[config.mk]
export PLATFORM = sky130hd
export DESIGN_NAME = apb_master_flat
export DESIGN_NICKNAME = d
export VERILOG_FILES = /design/src/rtl/apb_master_if.sv /design/src/rtl/apb_master.sv /design/src/flat_wrapper.sv
export SDC_FILE = /design/constraint.sdc
export NUM_CORES = 1
export LEC_CHECK = 0
export ABC_AREA = 1
export CORE_AREA = 2 2 119 121
export CTS_CLUSTER_SIZE = 16
export DETAILED_ROUTE_END_ITERATION = 8
export DIE_AREA = 0 0 121 123
export HOLD_SLACK_MARGIN = 0.15
export PLACE_DENSITY = 0.84
export SLEW_MARGIN = 20
export SYNTH_ARGS = -nofsm -noshare
export SYNTH_HDL_FRONTEND = slang
export SYNTH_SLANG_ARGS = --single-unit
[constraint.sdc]
create_clock -name PCLK -period 11.25 [get_ports PCLK]
set_input_delay 2.8125 -clock PCLK [delete_from_list [all_inputs] [get_ports PCLK]]
set_output_delay 2.8125 -clock PCLK [all_outputs]
set_load 0.01 [all_outputs]
[src/rtl/apb_master_if.sv]
// APB bus between apb_master and up to four peripheral slaves.
// Address, control and write data are shared; each slave has its own select, read data and ready.
interface apb_master_if;
    logic [31:0] PADDR;
    logic        PWRITE;
    logic [31:0] PWDATA;
    logic        PENABLE;
    logic        PSEL0;
    logic        PSEL1;
    logic        PSEL2;
    logic        PSEL3;
    logic [31:0] PRDATA0;
    logic [31:0] PRDATA1;
    logic [31:0] PRDATA2;
    logic [31:0] PRDATA3;
    logic        PREADY0;
    logic        PREADY1;
    logic        PREADY2;
    logic        PREADY3;

    modport master (
        output PADDR, PWRITE, PWDATA, PENABLE,
        output PSEL0, PSEL1, PSEL2, PSEL3,
        input  PRDATA0, PRDATA1, PRDATA2, PRDATA3,
        input  PREADY0, PREADY1, PREADY2, PREADY3
    );

    modport slave (
        input  PADDR, PWRITE, PWDATA, PENABLE,
        input  PSEL0, PSEL1, PSEL2, PSEL3,
        output PRDATA0, PRDATA1, PRDATA2, PRDATA3,
        output PREADY0, PREADY1, PREADY2, PREADY3
    );
endinterface

[src/rtl/apb_master.sv]
// Single-master APB bridge: one core load/store at a time, four-way address decode,
// registered read data with a one-cycle ready/err pulse and a PREADY watchdog.
module apb_master #(
    parameter int unsigned TIMEOUT = 16
) (
    input  logic        PCLK,
    input  logic        PRESET,
    input  logic        transfer,
    input  logic        write,
    input  logic [31:0] addr,
    input  logic [31:0] wdata,
    output logic [31:0] rdata,
    output logic        ready,
    output logic        err,
    apb_master_if.master bus
);

    typedef enum logic [1:0] {
        IDLE   = 2'd0,
        SETUP  = 2'd1,
        ACCESS = 2'd2
    } state_t;

    localparam logic [7:0] WDOG_LAST = 8'(TIMEOUT - 1);

    state_t      state;
    state_t      next_state;
    logic [31:0] paddr_q;
    logic        pwrite_q;
    logic [31:0] pwdata_q;
    logic [7:0]  wdog;

    logic        hit;
    logic [1:0]  sel;
    logic        sel_ready;
    logic [31:0] sel_rdata;
    logic [3:0]  psel;

    logic        load;
    logic        done;
    logic        fail;

    // Decode from the latched address so selects stay stable for the whole transfer.
    assign hit = (paddr_q[31:14] == 18'h04000);
    assign sel = paddr_q[13:12];

    always_comb begin
        // NOTE: every signal written here gets a default first, otherwise the
        // missing branches would infer latches.
        sel_ready = 1'b0;
        sel_rdata = '0;
        unique case (sel)
            2'd0: begin sel_ready = bus.PREADY0; sel_rdata = bus.PRDATA0; end
            2'd1: begin sel_ready = bus.PREADY1; sel_rdata = bus.PRDATA1; end
            2'd2: begin sel_ready = bus.PREADY2; sel_rdata = bus.PRDATA2; end
            2'd3: begin sel_ready = bus.PREADY3; sel_rdata = bus.PRDATA3; end
            default: begin sel_ready = 1'b0; sel_rdata = '0; end
        endcase
    end

    always_ff @(posedge PCLK or posedge PRESET) begin
        if (PRESET) begin
            state <= IDLE;
        end else begin
            // NOTE: state registers use non-blocking assignment so every flop
            // samples the pre-edge values, independent of statement order.
            state <= next_state;
        end
    end

    always_comb begin
        next_state = state;
        load       = 1'b0;
        done       = 1'b0;
        fail       = 1'b0;
        unique case (state)
            IDLE: begin
                if (transfer) begin
                    load       = 1'b1;
                    next_state = SETUP;
                end
            end
            SETUP: begin
                next_state = ACCESS;
            end
            ACCESS: begin
                // A decode miss completes at once; a late PREADY beats the watchdog.
                if (!hit) begin
                    done = 1'b1;
                    fail = 1'b1;
                end else if (sel_ready) begin
                    done = 1'b1;
                end else if (wdog == WDOG_LAST) begin
                    done = 1'b1;
                    fail = 1'b1;
                end
                if (done) begin
                    next_state = IDLE;
                end
            end
            default: begin
                next_state = IDLE;
            end
        endcase
    end

    always_ff @(posedge PCLK or posedge PRESET) begin
        if (PRESET) begin
            paddr_q  <= '0;
            pwrite_q <= 1'b0;
            pwdata_q <= '0;
        end else if (load) begin
            paddr_q  <= addr;
            pwrite_q <= write;
            pwdata_q <= wdata;
        end
    end

    always_ff @(posedge PCLK or posedge PRESET) begin
        if (PRESET) begin
            wdog <= '0;
        end else if (state == SETUP) begin
            wdog <= '0;
        end else if (state == ACCESS && !done) begin
            wdog <= wdog + 8'd1;
        end
    end

    always_ff @(posedge PCLK or posedge PRESET) begin
        if (PRESET) begin
            ready <= 1'b0;
            err   <= 1'b0;
            rdata <= '0;
        end else begin
            ready <= done;
            err   <= done && fail;
            if (done) begin
                if (fail) begin
                    rdata <= '0;
                end else if (!pwrite_q) begin
                    rdata <= sel_rdata;
                end
            end
        end
    end

    // Selects follow the state register directly so an asynchronous reset drops them at once.
    assign psel = (state != IDLE && hit) ? (4'b0001 << sel) : 4'b0000;

    assign bus.PADDR   = paddr_q;
    assign bus.PWRITE  = pwrite_q;
    assign bus.PWDATA  = pwdata_q;
    assign bus.PENABLE = (state == ACCESS);
    assign bus.PSEL0   = psel[0];
    assign bus.PSEL1   = psel[1];
    assign bus.PSEL2   = psel[2];
    assign bus.PSEL3   = psel[3];

endmodule

[src/flat_wrapper.sv]
// flat-port wrapper written by rule: the top's interface ports become plain ports
module apb_master_flat 
#(
    parameter int unsigned TIMEOUT = 16
)
  (PCLK, PRESET, transfer, write, addr, wdata, rdata, ready, err, bus_PADDR, bus_PWRITE, bus_PWDATA, bus_PENABLE, bus_PSEL0, bus_PSEL1, bus_PSEL2, bus_PSEL3, bus_PRDATA0, bus_PRDATA1, bus_PRDATA2, bus_PRDATA3, bus_PREADY0, bus_PREADY1, bus_PREADY2, bus_PREADY3);
  apb_master_if bus_i ();
  input  logic PCLK;
  input  logic PRESET;
  input  logic transfer;
  input  logic write;
  input  logic [31:0] addr;
  input  logic [31:0] wdata;
  output logic [31:0] rdata;
  output logic ready;
  output logic err;
  output wire logic [$bits(bus_i.PADDR)-1:0] bus_PADDR;
  output wire logic [$bits(bus_i.PWRITE)-1:0] bus_PWRITE;
  output wire logic [$bits(bus_i.PWDATA)-1:0] bus_PWDATA;
  output wire logic [$bits(bus_i.PENABLE)-1:0] bus_PENABLE;
  output wire logic [$bits(bus_i.PSEL0)-1:0] bus_PSEL0;
  output wire logic [$bits(bus_i.PSEL1)-1:0] bus_PSEL1;
  output wire logic [$bits(bus_i.PSEL2)-1:0] bus_PSEL2;
  output wire logic [$bits(bus_i.PSEL3)-1:0] bus_PSEL3;
  input wire logic [$bits(bus_i.PRDATA0)-1:0] bus_PRDATA0;
  input wire logic [$bits(bus_i.PRDATA1)-1:0] bus_PRDATA1;
  input wire logic [$bits(bus_i.PRDATA2)-1:0] bus_PRDATA2;
  input wire logic [$bits(bus_i.PRDATA3)-1:0] bus_PRDATA3;
  input wire logic [$bits(bus_i.PREADY0)-1:0] bus_PREADY0;
  input wire logic [$bits(bus_i.PREADY1)-1:0] bus_PREADY1;
  input wire logic [$bits(bus_i.PREADY2)-1:0] bus_PREADY2;
  input wire logic [$bits(bus_i.PREADY3)-1:0] bus_PREADY3;
  assign bus_PADDR = bus_i.PADDR;
  assign bus_PWRITE = bus_i.PWRITE;
  assign bus_PWDATA = bus_i.PWDATA;
  assign bus_PENABLE = bus_i.PENABLE;
  assign bus_PSEL0 = bus_i.PSEL0;
  assign bus_PSEL1 = bus_i.PSEL1;
  assign bus_PSEL2 = bus_i.PSEL2;
  assign bus_PSEL3 = bus_i.PSEL3;
  assign bus_i.PRDATA0 = bus_PRDATA0;
  assign bus_i.PRDATA1 = bus_PRDATA1;
  assign bus_i.PRDATA2 = bus_PRDATA2;
  assign bus_i.PRDATA3 = bus_PRDATA3;
  assign bus_i.PREADY0 = bus_PREADY0;
  assign bus_i.PREADY1 = bus_PREADY1;
  assign bus_i.PREADY2 = bus_PREADY2;
  assign bus_i.PREADY3 = bus_PREADY3;
  apb_master #(.TIMEOUT(TIMEOUT)) u_core (.PCLK(PCLK), .PRESET(PRESET), .transfer(transfer), .write(write), .addr(addr), .wdata(wdata), .rdata(rdata), .ready(ready), .err(err), .bus(bus_i));
endmodule
Word-level counts from Yosys, hierarchy flattened
Index checks and enable logic that the tools add are counted.
Storage, ports and cells
  bits in registers: 109
  bits of input ports: 200
  output and inout port bits: 104
Cells by class
  add/sub/neg operators: 1
  equality and inequality tests: 10
  shift operators: 1
  mux-type cells: 20
  reduce and logical (&&, ||, !) cells: 10
Operators with widths (number)
  $pmux 32 s4: 1
  $mux 32: 2
  $eq 18x15->1 const B: 1
  $mux 8: 2
  $mux 1: 10
  $add 8x1->8 const B: 1
  $eq 8x4->1 const B: 1
  $eq 2x2->1 const B: 3
  $pmux 2 s3: 1
  $eq 2x1->1 const B: 2
  $logic_not 2->1: 2
  $mux 2: 2
  $mux 4: 1
  $ne 2x2->1 const B: 2
  $pmux 1 s4: 1
  $reduce_and 2->1: 2
  $reduce_bool 2->1: 2
  $shl 1x2->4 const A: 1
  $logic_and 1x1->1: 3
  $ne 2x1->1 const B: 1
  $logic_not 1->1: 1

Logic depth before layout (Yosys ltp)
  depth in word-level cells: 10
  depth in mapped cells: 12

Worst setup path before layout
OpenSTA, ideal clock, no wires.
  path kind: register to output
  start: register u_core.paddr_q[14], in the netlist u_core.bus.PADDR[14]
  end: output bus_PSEL0
  arrival time: 1.451 ns
  setup slack: 6.986 ns
  stages on the path, launching flop included: 7
  path buffers: 0
  path through: dfrtp_1 > or2_2 > nor2_1 > nand3_1 > inv_1 > o21ai_0 > nor3_1
On the way
  cells in the longest elaborated chain, start to end: 3
RTL lines
  from (decl): RTL line apb_master.sv:28  | logic [31:0] paddr_q;
  from (signal assigned): RTL line apb_master.sv:113  | paddr_q <= addr;
  $eq 18x15->1: RTL line apb_master.sv:44  | assign hit = (paddr_q[31:14] == 18'h04000);
  $logic_and 1x1->1: RTL line apb_master.sv:148  | assign psel = (state != IDLE && hit) ? (4'b0001 << sel) : 4'b0000;
  $mux 4: RTL line apb_master.sv:148
  to (decl): RTL line flat_wrapper.sv:21  | output wire logic [$bits(bus_i.PSEL0)-1:0] bus_PSEL0;
No other way between the ends.

Final worst setup path
  start: register u_core.paddr_q[31], in the netlist u_core.bus.PADDR[31]
  end: output bus_PSEL0
The elaborated chain is that of the path after synthesis.

==> key figures <==
Synth
  – Sequential cell area fraction in the yosys report: 51.49%
  – Netlist cell types: 23
  – Post-synth EDFFs: 0
  – Syn Area/Cell: 7.267 sq um
  – Synth warn: 0
  – Synth Register Bits: around 110
  – Async SR Flop Fraction: 100.0%
  – Synthesized cell area: 0.005298 sq mm
  – Synthesized instance count: ~730
  – Synth Flop Type: dfrtp_1
  – Syn nets: 930

Clock tree
  – Clock transition at path regs: 0.08 ns
  – Root Driver: clkbuf_16
  – Clk sinks: 109
  – Post_cts resized: 0
  – CTS tree: built
  – Hold buffers post-CTS: 0
  – Clock buffer count from CTS: 9
  – Clock Latency Late Sink: 0.35 ns
  – H-tree Lvls: 3
  – CTS Buffer Depth: 2
  – Setup Buffers After CTS: 0

Floorplanning
  – Die span in y: between 100 and 150 um
  – Die area: 0.01488 sq mm
  – Ports: 304
  – Die Span X: 121 um
  – Floorplan core area: 0.01361 sq mm
  – FP Rows: 43
  – Initial Util: 38.92%

Finish
  – Area growth syn-to-layout: 65.82%
  – Layout cells sized above 1: 3.649%
  – Antenna cells: 0
  – Most frequent cells in the layout: nand2_1, clkdlybuf4s50_1, dfrtp_1, a21oi_1, nand3_1
  – # nets final: 1,210
  – Commonest non-fill, non-tap cell in the layout: nand2_1

Pwr
  – Comb power frac: a little over two fifths
  – PwrDens: between 150 and 200 mW/mm^2
  – Pint: 1.061 mW
  – Max rail drop VDD: 114.0 uV
  – Static leakage: around 4.1 nW
  – Seq pwr share: 36.0%
  – Clk pwr share: 22.3%
  – Switching power: between 0.5 and 0.6 mW
  – Switch share: 34.07%

STA
  – Final worst slack: 5.758 ns
  – Layout Skew: 0.01197 ns
  – Fin. Hold Viols: 0
  – RSZ-0062 raised after global routing: false
  – Final Setup Violations: 0
  – Max-slew violations: 0
  – Worst-Margin Slew: 1.104 ns
  – Tcrit/Tclk final: 48.82%
  – Setup TNS: 0 ns
  – Period minus WS final: 5.492 ns
  – Max Clock Freq: 0.1821 GHz
  – Worst slew margin: a little over a quarter

Critical path
  – CP max-delay cell: clkdlybuf4s50_1
  – Critical Path, Cell by Cell: or2_2 -> nor2_1 -> nand3_1 -> inv_1 -> o21ai_0 -> nor3_1 -> clkdlybuf4s50_1
  – Register-to-Register Path Depth: 5
  – Bufs and invs on worst path: 2
  – CP delay by family, top: simple AND/OR/NAND/NOR gates
  – Worst-path fanout max: 4
  – Critical path data required time: approximately 8.4 ns
  – Crit path depth: 7
  – Critical path arrival: 2.68 ns
  – Startpoint Class: register
  – Worst setup EP type: output port
  – Worst R2R Setup Slack: 8.62 ns
  – Worst path max stage delay: around 0.58 ns
  – Critical path type: register to output port

Outcome
  – Status: complete, no violations

Placed design
  – Placement Setup Slack: 6.137 ns
  – Detail Placement HPWL: 13.58 mm
  – GPL Wtd Cong: 0.8161
  – I/O Buffers: about 300

Global routing
  – Global-route wire length before repair: between 20 and 30 mm
  – All-layer global routing usage: between 20 and 25%
  – Largest net degree at the start of global routing: 85
  – Antenna violations before repair: 0
  – Vias in the first global route: between 5,000 and 6,000
  – GRT overflow: 0

Min path
  – Worst Hold Depth: 2
  – Hold Crit Class: register to register

Drt
  – Drt first pass iters: 4
  – Wire per inst: about 16 um
  – Remaining DRCs: 0
  – Vias after detailed routing: roughly 5,800
  – Antenna viol nets, final: 0
  – WL final: between 15 and 20 mm
  – Drt initial violations: 430
  – Via/cell ratio: 4.866

Run
  – Max Cap Violations: 0
[worst reg2reg max path: cells and delay by family (launching register included)]
kind                   cells  cell delay [ns]
AND/OR/NAND/NOR            2             0.14
flip-flops                 1             0.42
AO/OA/AOI/OAI              1             0.47
buffers and inverters      2             1.49
[power by group through the flow]
stage	clock network, mW	registers (mW)	logic (mW)
floorplan	0	0.630	0.236
global placement	0	0.581	0.666
detailed placement	0	0.583	0.674
CTS	0.366	0.580	0.677
global route	0.381	0.595	0.732
finish	0.358	0.579	0.671
[worst paths after layout]
path,startpoint,end
min in group asynchronous,PRESET,u_core.bus.PADDR[8]
min reg2reg,u_core.bus.PWDATA[14],u_core.bus.PWDATA[14]
min,u_core.bus.PWDATA[14],u_core.bus.PWDATA[14]
max,u_core.bus.PADDR[31],bus_PSEL0
max in group asynchronous,PRESET,u_core.rdata[5]
max reg2reg,u_core.state[0],u_core.bus.PADDR[29]
[metal layers]
metal / vias up / GRT usage, % / routed length (um)
li1: 2855 / - / -
met1: 2657 / 27.33 / 6989
met2: 265 / 44.28 / 9084
met3: 33 / 8.303 / 2060
met4: 0 / 9.738 / 473
met5: - / 0 / 0
[cells by family (layout without fill, tap and decap cells)]
| family | count (synthesis) | after routing | synth area share [%] |
|---|---|---|---|
| xor gates and xnor gates | 5 | 5 | 0.8266 |
| buffers and inverters | 56 | 341 | 4.369 |
| DFF | 109 | 109 | 51.49 |
| AOI/OAI and AO/OA | 77 | 77 | 7.322 |
| and+or+nand+nor | 481 | 481 | 35.76 |
| adders and majority gates | 1 | 1 | 0.2361 |
[through the flow]
| step | utilization (%) | std cells | total power [mW] | hold slack, ns | cell area, sq um |
|---|---|---|---|---|---|
| floorplan | - | 729 | 0.8661 | 0.4761 | 5298 |
| global placement | 62.00 | 1178 | 1.247 | 0.4609 | 8439 |
| detailed placement | 62.00 | 1178 | 1.257 | 0.4644 | 8439 |
| CTS | 64.48 | 1194 | 1.623 | 0.4833 | 8777 |
| global route | 64.54 | 1194 | 1.708 | 0.4969 | 8785 |
| finish | 64.54 | 1194 | 1.609 | 0.4807 | 8785 |
[final cells by class]
cell class / instances / area, sq um
fillers: 1126 / 4827
repair buffers: 309 / 3082
flip-flops and latches: 109 / 2728
multi-input cells: 564 / 2349
clock buffers: 10 / 239.0
well taps: 180 / 225.2
clock inverters: 6 / 98.84
inverters: 16 / 63.81
[state kept, by name, summed over array words and instances, names as in the netlist]
name,count
u_core.wdog,8
u_core.bus.PWRITE,1
u_core.state,2
u_core.ready,1
u_core.bus.PADDR,32
u_core.rdata,32
u_core.bus.PWDATA,32
u_core.err,1
[synthesized netlist by cell type (all sizes together) (4+ instances only)]
cell type | n | area [sq um]
inv | 15 | 56.31
nand3 | 51 | 255.2
o21ai | 11 | 55.05
clkbuf | 28 | 105.1
nand2 | 400 | 1504
xor2 | 4 | 35.03
dfrtp | 109 | 2728
nor2 | 24 | 100.1
buf | 12 | 66.31
a21oi | 65 | 325.3
Power figures use the tool's default switching activity.
